$ cat src/rtl/mul_unit_arbiter_pkg.sv
// Shared definitions for the multiplier arbiter and the reservation stations.
// Op codes, FSM state type and the sign/half decode helpers.
package mul_unit_arbiter_pkg;

    localparam logic [2:0] MUL_OP_MUL    = 3'b000;
    localparam logic [2:0] MUL_OP_MULH   = 3'b001;
    localparam logic [2:0] MUL_OP_MULHSU = 3'b010;
    localparam logic [2:0] MUL_OP_MULHU  = 3'b011;

    typedef enum logic [1:0] {
        IDLE  = 2'd0,
        ISSUE = 2'd1,
        BUSY  = 2'd2,
        WB    = 2'd3
    } mul_arb_state_t;

    // op[2] is ignored by every decode below
    function automatic logic op_a_signed(input logic [2:0] op);
        return op[1] ? !op[0] : 1'b1;
    endfunction

    function automatic logic op_b_signed(input logic [2:0] op);
        return !op[1];
    endfunction

    // 1 selects the low product half, 0 the high half
    function automatic logic op_sel_lo(input logic [2:0] op);
        return (op[1:0] == 2'b00);
    endfunction

endpackage

$ cat src/rtl/mul_unit_arbiter_rr_pick2.sv
// Two-requester round-robin picker: valids plus last-granted pointer
// give a one-hot grant. last=1 means port 1 won last, so port 0 wins ties.
module rr_pick2 (
    input  logic [1:0] valid,
    input  logic       last,
    output logic [1:0] grant
);

    // pick the port that was not granted last when both request
    always_comb begin
        grant = 2'b00;
        if (valid[0] && (!valid[1] || last))
            grant = 2'b01;
        else if (valid[1])
            grant = 2'b10;
    end

endmodule

$ cat src/rtl/mul_unit_arbiter.sv
// Shares one mul32 between two requesters, tracks the in-flight op and
// holds its result for writeback. Macro: MUL_ARB_ROUND_ROBIN_EN.
module mul_unit_arbiter
    import mul_unit_arbiter_pkg::*;
#(
    parameter int TAG_W = 5,
    parameter int XLEN  = 32
) (
    input  logic             clk,
    input  logic             rst,
    input  logic             flush,
    input  logic             req0_valid,
    input  logic             req1_valid,
    output logic             req0_ready,
    output logic             req1_ready,
    input  logic [2:0]       req0_op,
    input  logic [2:0]       req1_op,
    input  logic [TAG_W-1:0] req0_vregid,
    input  logic [TAG_W-1:0] req1_vregid,
    input  logic [XLEN-1:0]  req0_a,
    input  logic [XLEN-1:0]  req0_b,
    input  logic [XLEN-1:0]  req1_a,
    input  logic [XLEN-1:0]  req1_b,
    output logic             mul_in_en,
    output logic [XLEN-1:0]  mul_a,
    output logic [XLEN-1:0]  mul_b,
    output logic             mul_a_signed,
    output logic             mul_b_signed,
    input  logic             mul_idle,
    input  logic             mul_out_en,
    input  logic [XLEN-1:0]  mul_sum_hi,
    input  logic [XLEN-1:0]  mul_sum_lo,
    output logic             wb_en,
    input  logic             wb_ready,
    output logic [TAG_W-1:0] wb_vregid,
    output logic [XLEN-1:0]  wb_val,
    output logic             wb_src
);

    mul_arb_state_t   state;
    logic             drop;
    logic [2:0]       op_q;
    logic [TAG_W-1:0] tag_q;
    logic             src_q;
    logic             can_grant;
    logic             last;
    logic [1:0]       gnt;
    logic             sel1;
    logic [2:0]       sel_op;

    assign can_grant = (state == IDLE) && mul_idle && !flush && !drop
                     && (req0_valid || req1_valid);

`ifdef MUL_ARB_ROUND_ROBIN_EN
    logic last_q;

    // remember which port won the most recent grant
    always_ff @(posedge clk or posedge rst) begin
        if (rst)
            last_q <= 1'b1;
        else if (can_grant)
            last_q <= gnt[1];
    end

    assign last = last_q;
`else
    // pinned pointer: port 0 always wins a tie
    assign last = 1'b1;
`endif

    rr_pick2 u_pick (
        .valid ({req1_valid, req0_valid}),
        .last  (last),
        .grant (gnt)
    );

    assign req0_ready = can_grant && gnt[0];
    assign req1_ready = can_grant && gnt[1];
    assign sel1       = gnt[1];
    assign sel_op     = sel1 ? req1_op : req0_op;

    // issue/track/writeback FSM with registered multiplier and wb outputs
    always_ff @(posedge clk or posedge rst) begin
        if (rst) begin
            state        <= IDLE;
            drop         <= 1'b0;
            op_q         <= 3'b000;
            tag_q        <= '0;
            src_q        <= 1'b0;
            mul_in_en    <= 1'b0;
            mul_a        <= '0;
            mul_b        <= '0;
            mul_a_signed <= 1'b1;
            mul_b_signed <= 1'b1;
            wb_en        <= 1'b0;
            wb_vregid    <= '0;
            wb_val       <= '0;
            wb_src       <= 1'b0;
        end else begin
            mul_in_en <= 1'b0;
            if (drop && mul_out_en)
                drop <= 1'b0;
            if (flush) begin
                state <= IDLE;
                wb_en <= 1'b0;
                // an op already handed to mul32 will still return a result
                if (state == ISSUE || (state == BUSY && !mul_out_en))
                    drop <= 1'b1;
            end else begin
                unique case (state)
                    IDLE: begin
                        if (can_grant) begin
                            state        <= ISSUE;
                            mul_in_en    <= 1'b1;
                            op_q         <= sel_op;
                            tag_q        <= sel1 ? req1_vregid : req0_vregid;
                            src_q        <= sel1;
                            mul_a        <= sel1 ? req1_a : req0_a;
                            mul_b        <= sel1 ? req1_b : req0_b;
                            mul_a_signed <= op_a_signed(sel_op);
                            mul_b_signed <= op_b_signed(sel_op);
                        end
                    end
                    ISSUE: state <= BUSY;
                    BUSY: begin
                        if (mul_out_en && !drop) begin
                            state     <= WB;
                            wb_en     <= 1'b1;
                            wb_vregid <= tag_q;
                            wb_src    <= src_q;
                            wb_val    <= op_sel_lo(op_q) ? mul_sum_lo
                                                         : mul_sum_hi;
                        end
                    end
                    WB: begin
                        if (wb_ready) begin
                            state <= IDLE;
                            wb_en <= 1'b0;
                        end
                    end
                    default: state <= IDLE;
                endcase
            end
        end
    end

endmodule

$ cat config.mk
export PLATFORM = sky130hd
export DESIGN_NAME = mul_unit_arbiter
export DESIGN_NICKNAME = d
export VERILOG_FILES = /design/src/rtl/mul_unit_arbiter_pkg.sv /design/src/rtl/mul_unit_arbiter_rr_pick2.sv /design/src/rtl/mul_unit_arbiter.sv
export SDC_FILE = /design/constraint.sdc
export NUM_CORES = 1
export LEC_CHECK = 0
export CORE_AREA = 2 2 126 128
export DETAILED_ROUTE_END_ITERATION = 8
export DIE_AREA = 0 0 128 130
export PLACE_DENSITY = 0.78
export SYNTH_ARGS = -nofsm -noshare
export SYNTH_HDL_FRONTEND = slang
export SYNTH_SLANG_ARGS = --single-unit
export TNS_END_PERCENT = 50
$ cat constraint.sdc
create_clock -name clk -period 4.4 [get_ports clk]
set_input_delay 0.66 -clock clk [delete_from_list [all_inputs] [get_ports clk]]
set_output_delay 0.66 -clock clk [all_outputs]
set_load 0.02 [all_outputs]
# Yosys cells after proc, flatten, opt, wreduce, memory -nomap -nowiden
# Cells that the tools add are included.
[word_totals]
reg_bits = 117
output_inout_bits = 108
[op_classes]
eq_ne = 6
n_mux = 23
bitwise = 1
n_reduce_logical = 23
[ops]
columns = ["operator", "count"]
rows = [
  ["2-to-1 mux 32 bit", 3],
  ["2-to-1 mux 2 bit", 7],
  ["AND reduction 3 bit", 4],
  ["2-to-1 mux 1 bit", 10],
  ["logical AND 1 bit", 9],
  ["one-hot mux 2 bit (4 select lines)", 1],
  ["!= test 3 bit, second input constant", 2],
  ["zero test 1 bit", 5],
  ["2-to-1 mux 5 bit", 1],
  ["== test 2 bit, second input constant", 2],
  ["zero test 2 bit", 2],
  ["!= test 3 x 2 -> 1 bit, second input constant", 1],
  ["nonzero test 3 bit", 1],
  ["== test 2 x 1 -> 1 bit, second input constant", 1],
  ["logical OR 1 bit", 2],
  ["one-hot mux 1 bit (2 select lines)", 1],
  ["inverter 1 bit", 1],
]

# Logic depth before layout (Yosys ltp)
[logic_depth]
depth_word = 8
depth_mapped = 7

# Cells and area by module
# From an unflattened synthesis, not the netlist that was laid out.
[hier_totals]
cells_unflattened = 512
hier_area_um2 = 5403.9
[by_module_without_submodules]
columns = ["module", "instances", "cells_each", "area_per_inst_um2", "seq_area_each_um2"]
rows = [
  ["mul_unit_arbiter", 1, 509, 5385.2, 2930.3],
  ["rr_pick2", 1, 3, 18.8, 0.0],
]

# Worst setup path before layout
# Ideal clock, no wire load.
[synth_timing]
path_kind = "input to output"
from = "input port req1_valid"
to = "output port req1_ready"
arrival_time_ns = 1.593
t_required_ns = 3.740
path_slack_ns = 2.147
stages = 5
path_buffers = 2
cell_sequence = "nor2_1 -> nor4b_4 -> buf_4 -> buf_4 -> and2_1"
[synth_via]
elab_chain_len = 3
elab_cells_between_ends = 5
cone_classes = "2 x mux; 3 x reduce/logical"
[synth_rtl]
columns = ["item", "line", "text"]
rows = [
  ["start: declaration", "mul_unit_arbiter.sv:13", "input logic req1_valid,"],
  ["2-to-1 mux 2 bit or logical OR 1 bit (tied branches)", "mul_unit_arbiter_rr_pick2.sv:14, mul_unit_arbiter.sv:52", ""],
  ["2-to-1 mux 2 bit or logical AND 1 bit (tied branches)", "mul_unit_arbiter_rr_pick2.sv:12, mul_unit_arbiter.sv:52", ""],
  ["logical AND 1 bit (*)", "mul_unit_arbiter.sv:78", "assign req1_ready = can_grant && gnt[1];"],
  ["end: declaration", "mul_unit_arbiter.sv:15", "output logic req1_ready,"],
]
# Mark *: on every way between the ends. The rest lies on a longest branch, timed or not.

# Worst setup path after layout
[layout_timing]
from = "input port flush"
to = "output port req1_ready"
[layout_via]
elab_chain_len = 5
[layout_rtl]
columns = ["item", "line", "text"]
rows = [
  ["start: declaration", "mul_unit_arbiter.sv:11", "input logic flush,"],
  ["zero test 1 bit", "mul_unit_arbiter.sv:51", "assign can_grant = (state == IDLE) && mul_idle && !flush && !drop"],
  ["logical AND 1 bit (2 in series)", "mul_unit_arbiter.sv:51", ""],
  ["logical AND 1 bit", "mul_unit_arbiter.sv:52", "&& (req0_valid || req1_valid);"],
  ["logical AND 1 bit", "mul_unit_arbiter.sv:78", ""],
]
# Every way passes these cells.

==> metrics <==
Leak Pwr 0.00380 µW; syn_nets 727; Mapped Cells 506; Antenna Cells 0; post-synthesis sequential area ratio 0.542; largest net degree at the start of global routing 148; Worst Path Arrival 2520 ps; grt met1 use 0.221; die area 0.0166 mm²; DIE HEIGHT 130 µm; clk sinks 117; share of layout cells above drive strength 1 0.0649; post-synth cell types 25; core area 0.0154 mm²; Worst Setup End Kind output pin; crit path max fanout 6; Top Usage Layer GRT met2; Rel. slew slack 0.461; maxcap violations 0; status complete, no violations; clk slew on worst S/H paths 50 ps; VDD IR-drop max 0.000328 V; vias in the first global route 4926; Worst Path Class, Setup in -> out; Max Clock Freq 315 MHz; row count 46; hold slack 493 ps; DRT antenna net count 0; final std cells w/o fill 1024; Startpoint Class input port; Hold Path Class reg -> reg; wirelength, routed 16.7 mm; Nets 1040; final setup fails 0; Via density 4.76; post-CTS setup buffers 0; Post-CTS Resized 0; Setup Skew 6.90 ps; Max Slew Vio Count 0; initial drt markers 228; number of fill cells 1311; PD cells 644 mW/mm²; post-synthesis area per instance 10.7 µm²; cts bufs inserted 17; area delta synth->final 73.3%; Clock Tree Root clkbuf_16; number of port buffers 321; antenna violations before repair 0; overall routing resource usage 0.201; Detailed Routing Iterations Pass 1 4; crit path time final 3180 ps; required time worst endpoint 3740 ps; Congestion Overflow GR 0; post-DP HPWL 12.3 mm; gpl congestion 0.796; Max clock buf depth 2; #FFs+latches synth 117; Skew-Pair Late Insertion Delay 410 ps; die width 128 µm; RSZ-0062 raised after global routing no; first-pass GRT wire length 25.5 mm; Cell Area, Synth 0.00541 mm²; final critical-path share of the clock period 0.722; # H-tree levels 4; Yosys warnings 0; Placed Instances 992; setup TNS 0 ps; post-layout util 0.607; Post-route DRC 0; TritonCTS clock tree built; Fin. Hold Viols 0; routed wire length per instance 16.3 µm; final instance area 0.00937 mm²; num ports 324; GR Util met2 0.335; post-place instance area 0.00877 mm²; Slew @ Worst Pin 809 ps; global-route met3 utilization 0.0902; via count 4872; hold_buf cts 0; Initial Util 0.351
## cells in the mapped netlist
library cell | instances | share of area
buf_2 | 23 | 0.021
nor4bb_1 | 1 | 0.0019
dfrtp_1 | 115 | 0.53
dfstp_2 | 2 | 0.0097
o21a_1 | 1 | 0.0014
a21oi_1 | 105 | 0.097
inv_1 | 6 | 0.0042
o21ai_0 | 4 | 0.0037
mux2_2 | 7 | 0.015
nor3_1 | 1 | 0.00092
nand3b_1 | 1 | 0.0014
nor2_1 | 106 | 0.074
nor2b_1 | 2 | 0.0023
ha_1 | 5 | 0.012
clkbuf_1 | 2 | 0.0014
nand2b_1 | 3 | 0.0035
mux2i_1 | 103 | 0.19
a31oi_1 | 1 | 0.0012
nor4b_4 | 1 | 0.0044
nand2_1 | 2 | 0.0014
nor3b_2 | 1 | 0.0023
a31o_2 | 2 | 0.0032
buf_4 | 9 | 0.012
and2_1 | 2 | 0.0023
nand4_1 | 1 | 0.0012
## stage by stage
stage	worst slack [ps]	power [µW]
after floorplan	643	3270
after global placement	1200	4600
after detailed placement	1190	4670
after CTS	1190	6110
after global routing	1130	6400
final	1220	6040
## cells in the final DEF (no fill, tap or decap), drive strengths merged
cell type	netlist	layout
nor3b	1	1
dfrtp	115	115
mux2	7	7
nor4bb	1	1
dfstp	2	2
nor4b	1	1
ha	5	5
a31oi	1	1
o21a	1	1
clkinv	0	7
nor3	1	1
and2	2	2
clkinvlp	0	2
bufinv	0	3
nor2b	2	2
inv	6	7
nor2	106	106
a21oi	105	105
nand2b	3	3
clkbuf	2	19
nand2	2	2
o21ai	4	4
nand4	1	1
clkdlybuf4s50	0	321
buf	32	7
a31o	2	2
mux2i	103	103
nand3b	1	1
## flip-flops by register name (all words and copies together) (netlist names)
name          flops
mul_in_en         1
wb_val           32
wb_vregid         5
mul_b_signed      1
src_q             1
drop              1
wb_src            1
tag_q             5
mul_b            32
mul_a            32
mul_a_signed      1
state             2
wb_en             1
op_q              2
## final timing paths
path | startpoint | end | slack [ps] | depth (start not counted)
worst min-delay path | mul_b_signed | mul_b_signed | 490 | 2
worst min register to register | mul_b_signed | mul_b_signed | 490 | 2
worst max-delay path | flush | req1_ready | 1220 | 4
min in group asynchronous | rst | mul_a[27] | 700 | 2
worst max register to register | state[0] | wb_vregid[0] | 2220 | 5
max in group asynchronous | rst | mul_a_signed | 2860 | 3
## per-layer routing
layer	routed length, µm	up-vias	part of all wire
li1	-	2375	-
met2	8110	228	0.48
met3	1820	30	0.11
met4	490	0	0.029
met1	6310	2239	0.38
met5	0	-	0
## kinds of logic after synthesis
family,after synthesis,synth area share
AO/OA/AOI/OAI,113,0.107
buffers and inverters,40,0.0393
multiplexers,110,0.205
flip-flops,117,0.542
adder cells (fa/ha/maj),5,0.0116
AND/OR/NAND/NOR,121,0.0951
## where the power goes
part	internal, µW	switching, µW
Sequential	1600	277
Combinational	1360	1400
Clock	902	501
Total	3860	2180
## critical path, stage by stage
cell and delay [ps]:
clkdlybuf4s50_1 590, nor4b_4 430, and2_1 180, clkdlybuf4s50_1 650
## area by class of cell
cell class	count	area (µm²)	area share
clock inverter	13	156	0.0167
clock buffer	19	443	0.0473
inverter	6	25.0	0.00267
multi-input combinational	349	2280	0.244
sequential	117	2930	0.313
tap	192	240	0.0256
timing repair buffer	328	3290	0.351
No activity file was read; power rests on OpenSTA's default activity.
==> RTL edit 1: new RTL, same flow settings <==
Add a define of `MUL_ARB_ROUND_ROBIN_EN`.
--- a/src/rtl/mul_unit_arbiter.sv
+++ b/src/rtl/mul_unit_arbiter.sv
@@ -1,5 +1,7 @@
 // Shares one mul32 between two requesters, tracks the in-flight op and
 // holds its result for writeback. Macro: MUL_ARB_ROUND_ROBIN_EN.
+`define MUL_ARB_ROUND_ROBIN_EN
+
 module mul_unit_arbiter
     import mul_unit_arbiter_pkg::*;
 #(
Check against the original RTL: not equivalent (a bounded check fails within 4 cycles, from zero or initial values and one cycle with rst high).
==> RTL edit 1 against the original RTL <==
- setup slack better by 44 ps
- total power is 2.2% lower
- first-iteration DRC count down 29%
- die area did not move
- area after synthesis is 1.4% higher
- register-to-register slack worse by 130 ps
- global-route usage fell by 1.5 points
- sequential cell count is 1 higher
- count of clock-buffer cells in the layout increased by 1
- worst hold slack got worse by 39 ps
- wire length shrank 4.8%
- synthesized cell count up 2.0%
- via count shrank 0.27%
- design area is 0.17% higher
- largest cell class unchanged
- largest power group unchanged
- highest routed layer unchanged
==> RTL edit 1: results (changes against the original RTL) <==
[synth]
syn-num-nets = 736  ; was 727
ys_top_cells_by_area = dfrtp_1 (52%), mux2i_1 (19%), nand2_1 (5.4%), o21ai_0 (4.6%), a21oi_1 (3.2%)  ; was dfrtp_1 (53%), mux2i_1 (19%), a21oi_1 (9.7%), nor2_1 (7.4%), buf_2 (2.1%)
yosys_warnings = 0  ; unchanged
synthTopCellsByCount = dfrtp_1 (115), mux2i_1 (102), nand2_1 (79), o21ai_0 (50), nor2_1 (37)  ; was dfrtp_1 (115), nor2_1 (106), a21oi_1 (105), mux2i_1 (103), buf_2 (23)
synth_seq_area_share = 0.539  ; was 0.542
synthCells = 516  ; was 506
synthArstFlopShare = 1.00  ; unchanged
yosysTopAreaCellShare = 0.525  ; was 0.532
ys_types = 30  ; was 25

[min_path]
hold_path.class = reg -> reg  ; unchanged

[power]
power.internal_mw = 3.78  ; was 3.86 mW
p_leak_nw = 4.16  ; was 3.80 nW
ir_drop_v = 0.000286  ; was 0.000328 V

[global_routing]
grt_pass1_wl_mm = 23.9  ; was 25.5 mm
track_usage = 0.186  ; was 0.201
grt_antenna_before_repair = 0  ; unchanged
grt_max_degree = 77  ; was 148
grt_pass1_vias = 4718  ; was 4926

[drt]
avgRoutedWirePerCell_um = 15.4  ; was 16.3 um
drt_wl_total_mm = 15.9  ; was 16.7 mm
drtIter0Drc = 162  ; was 228
ant_nets = 0  ; unchanged
vias_per_cell = 4.70  ; was 4.76
dr.pass1.iters = 5  ; was 4

[timing]
fmax_mhz = 319  ; was 315 MHz
setup_tns_ps = 0  ; unchanged
skew_ps = 8.12  ; was 6.90 ps
worst_slew_pin_slew_ps = 1190  ; was 809 ps
hold_viol_final = 0  ; unchanged

[clock_network]
clockBufferDepth = 2  ; unchanged
clk_latency_ps = 410  ; about the same
path_clk_slew_ps = 50  ; about the same
ctsRootBufferMaster = clkbuf_16  ; unchanged
cts_buffers = 17  ; unchanged
cts_resized = 0  ; unchanged
post_cts_buffers = 0  ; unchanged
h-tree-depth = 4  ; unchanged

[final_layout]
reg_top3 = mul_a x32, mul_b x32, wb_val x32  ; unchanged
nets = 1048  ; was 1040
drive_above_1_share = 0.0642  ; was 0.0649
nFillCells = 1336  ; was 1311
antennaDiodeCount = 0  ; unchanged

[setup_path]
cp_max_fo = 12  ; was 6
worstPathArrival_ps = 2470  ; was 2520 ps

[place]
dp_hpwl_mm = 12.1  ; was 12.3 mm
port_buffers = 321  ; unchanged
gp_congestion = 0.754  ; was 0.796

[run_status]
status = completed  ; unchanged

[RTL edit 1: changes by cell type in the layout (fill, tap and decap cells not counted), moves of 2 or more]
cell        delta
inv_1          +2
nand2_1       +77
nor2_1        -68
o21ai_0       +46
and2_1         -2
nand2b_1       -3
clkinvlp_4     +4
clkinv_2       -2
nand3_1        +3
a31o_2         -2
a21o_1         +2
a21oi_1       -70
o21ai_1       +22
[RTL edit 1: final timing paths]
| path | slack (ps) | cells after the start | start | end |
|---|---|---|---|---|
| setup / recovery | 1270 | 5 | mul_idle | req1_ready |
| hold / removal | 450 | 2 | mul_b_signed | mul_b_signed |
| setup reg to reg | 2090 | 4 | last | mul_b[19] |
| hold reg to reg | 450 | 2 | mul_b_signed | mul_b_signed |
| max in group asynchronous | 2770 | 3 | rst | mul_b_signed |
| min in group asynchronous | 750 | 2 | rst | wb_val[20] |
[RTL edit 1: cell type report]
cell class | count | share of cell area
Tap cell | 192 | 0.0256
Sequential cell | 118 | 0.315
Timing Repair Buffer | 327 | 0.348
Clock buffer | 20 | 0.0487
Inverter | 9 | 0.00387
Clock inverter | 12 | 0.0137
Multi-Input combinational cell | 355 | 0.245
[RTL edit 1: power groups by stage]
stage                     sequential [mW]  clock (mW)  combinational [mW]
after global placement               1.85           0                2.68
after CTS                            1.87        1.39                2.73
final                                1.86        1.35                2.69
after global routing                 1.93        1.44                2.90
after detailed placement             1.88           0                2.72
after floorplan                      2.41           0               0.853
[RTL edit 1: metal layers]
metal,part of all wire,vias up,GRT usage
met3,0.097,19,0.0750
met4,0.017,0,0.0698
li1,-,2396,-
met2,0.49,222,0.320
met1,0.40,2222,0.208
met5,0,-,0
[RTL edit 1: through the flow]
| stage | area, sq um | total power, mW | setup WS [ps] |
|---|---|---|---|
| finish | 9390 | 5.90 | 1270 |
| CTS | 9390 | 5.99 | 1260 |
| floorplan | 5480 | 3.26 | 616 |
| detailed placement | 8800 | 4.60 | 1260 |
| global placement | 8800 | 4.53 | 1280 |
| global route | 9390 | 6.27 | 1170 |
[RTL edit 1: cells by family after synthesis]
family	after synthesis	share of synthesized area
AND/OR/NAND/NOR	125	0.0906
multiplexers	109	0.201
adder cells (fa/ha/maj)	4	0.00913
buffers and inverters	43	0.0479
AO/OA/AOI/OAI	117	0.113
flip-flops	118	0.539
[RTL edit 1: worst max-delay path, stage by stage]
cell and delay, ps:
clkdlybuf4s50_1 450, nor2b_1 240, o2111ai_4 250, nor2_2 220
clkdlybuf4s50_1 640
==> RTL edit 2: new RTL, config.mk and constraints unchanged <==
Made on the original files. Re-encode `mul_arb_state_t` (4 states) as Gray code, 2 bits wide.
--- a/src/rtl/mul_unit_arbiter_pkg.sv
+++ b/src/rtl/mul_unit_arbiter_pkg.sv
@@ -8,10 +8,10 @@
     localparam logic [2:0] MUL_OP_MULHU  = 3'b011;
 
     typedef enum logic [1:0] {
-        IDLE  = 2'd0,
-        ISSUE = 2'd1,
-        BUSY  = 2'd2,
-        WB    = 2'd3
+        IDLE  = 2'b00,
+        ISSUE = 2'b01,
+        BUSY  = 2'b11,
+        WB    = 2'b10
     } mul_arb_state_t;
 
     // op[2] is ignored by every decode below
Check against the original RTL: no difference found for any inputs over 4 cycles, from zero or initial values and one cycle with rst high; so few cycles prove little.
==> RTL edit 2 against the original RTL <==
- clock skew rose by 1.2 ps
- total power decreased by 15%
- setup slack worse by 210 ps
- design area is 3.1% higher
- critical path depth grew 1
- area after synthesis grew 4.1%
- wire length decreased by 6.4%
- first-iteration DRC count decreased by 29%
- sequential cell count stayed put
- sequential power shrank 13%
- count of clock-buffer cells in the layout is 3 higher
==> RTL edit 2: results (changes against the original RTL) <==
[drt]
vias_per_cell = 4.78  ; was 4.76
drtIter0Drc = 162  ; was 228
wl_met3_mm = 1.16  ; was 1.82 mm
avgRoutedWirePerCell_um = 17.2  ; was 16.3 um

[setup_path]
r2r_end = mul_b[13]  ; was wb_vregid[0]
worstRegToRegCells = 4  ; was 5
cp_max_fo = 5  ; was 6
worstPathArrival_ps = 2730  ; was 2520 ps
r2r_start = state[1]  ; was state[0]

[final_layout]
drive_above_1_share = 0.359  ; was 0.0649

[synth]
synth_seq_area_share = 0.521  ; was 0.542
syn_avg_cell_area_sq_um = 14.7  ; was 10.7 sq um
ys_types = 23  ; was 25
synthAdderAreaFrac = 0  ; was 0.0116
synthTopCellsByCount = mux2_2 (213), dfrtp_1 (115), clkbuf_1 (12), buf_2 (7), nand2_1 (5)  ; was dfrtp_1 (115), nor2_1 (106), a21oi_1 (105), mux2i_1 (103), buf_2 (23)
syn-num-nets = 598  ; was 727

[global_routing]
grt_max_degree = 74  ; was 148
grt_util_met2 = 0.344  ; was 0.335
grt_pass1_vias = 4759  ; was 4926

[place]
pre_cts_ws_ps = 1010  ; was 1190 ps
gp_congestion = 0.766  ; was 0.796

[run_status]
status = completed  ; unchanged

[power]
switching_share = 0.299  ; was 0.360
p_leak_nw = 3.95  ; was 3.80 nW

[timing]
slew-limit-headroom = 0.380  ; was 0.461

[RTL edit 2: cell count changes after synthesis, sizes merged, moves of 3 or more]
cell    unedited run  this run
mux2i            103         1
nand2              2         5
mux2               7       215
nor2             106         3
buf               32        11
ha                 5         0
a21oi            105         2
clkbuf             2        12
[RTL edit 2: power by group through the flow]
stage	Combinational (mW)	Clock, mW	Sequential (mW)
2_1_floorplan	0.586	0	2.07
3_3_place_gp	2.03	0	1.64
3_5_place_dp	2.06	0	1.66
4_1_cts	2.07	1.48	1.65
5_1_grt	2.15	1.54	1.69
6_report	2.04	1.44	1.64
[RTL edit 2: worst register-to-register path, stage by stage, from the launching register on]
cell and delay [ps]:
dfrtp_1 410, or4b_4 570, nor3_4 200, buf_4 450
mux2_2 440
[RTL edit 2: layout make-up]
class | instances | area [sq um]
inverters | 4 | 17.5
clock inverters | 9 | 150
clock buffers | 22 | 474
well taps | 192 | 240
multi-input cells | 238 | 2580
fillers | 1203 | 5760
repair buffers | 329 | 3270
flip-flops and latches | 117 | 2930
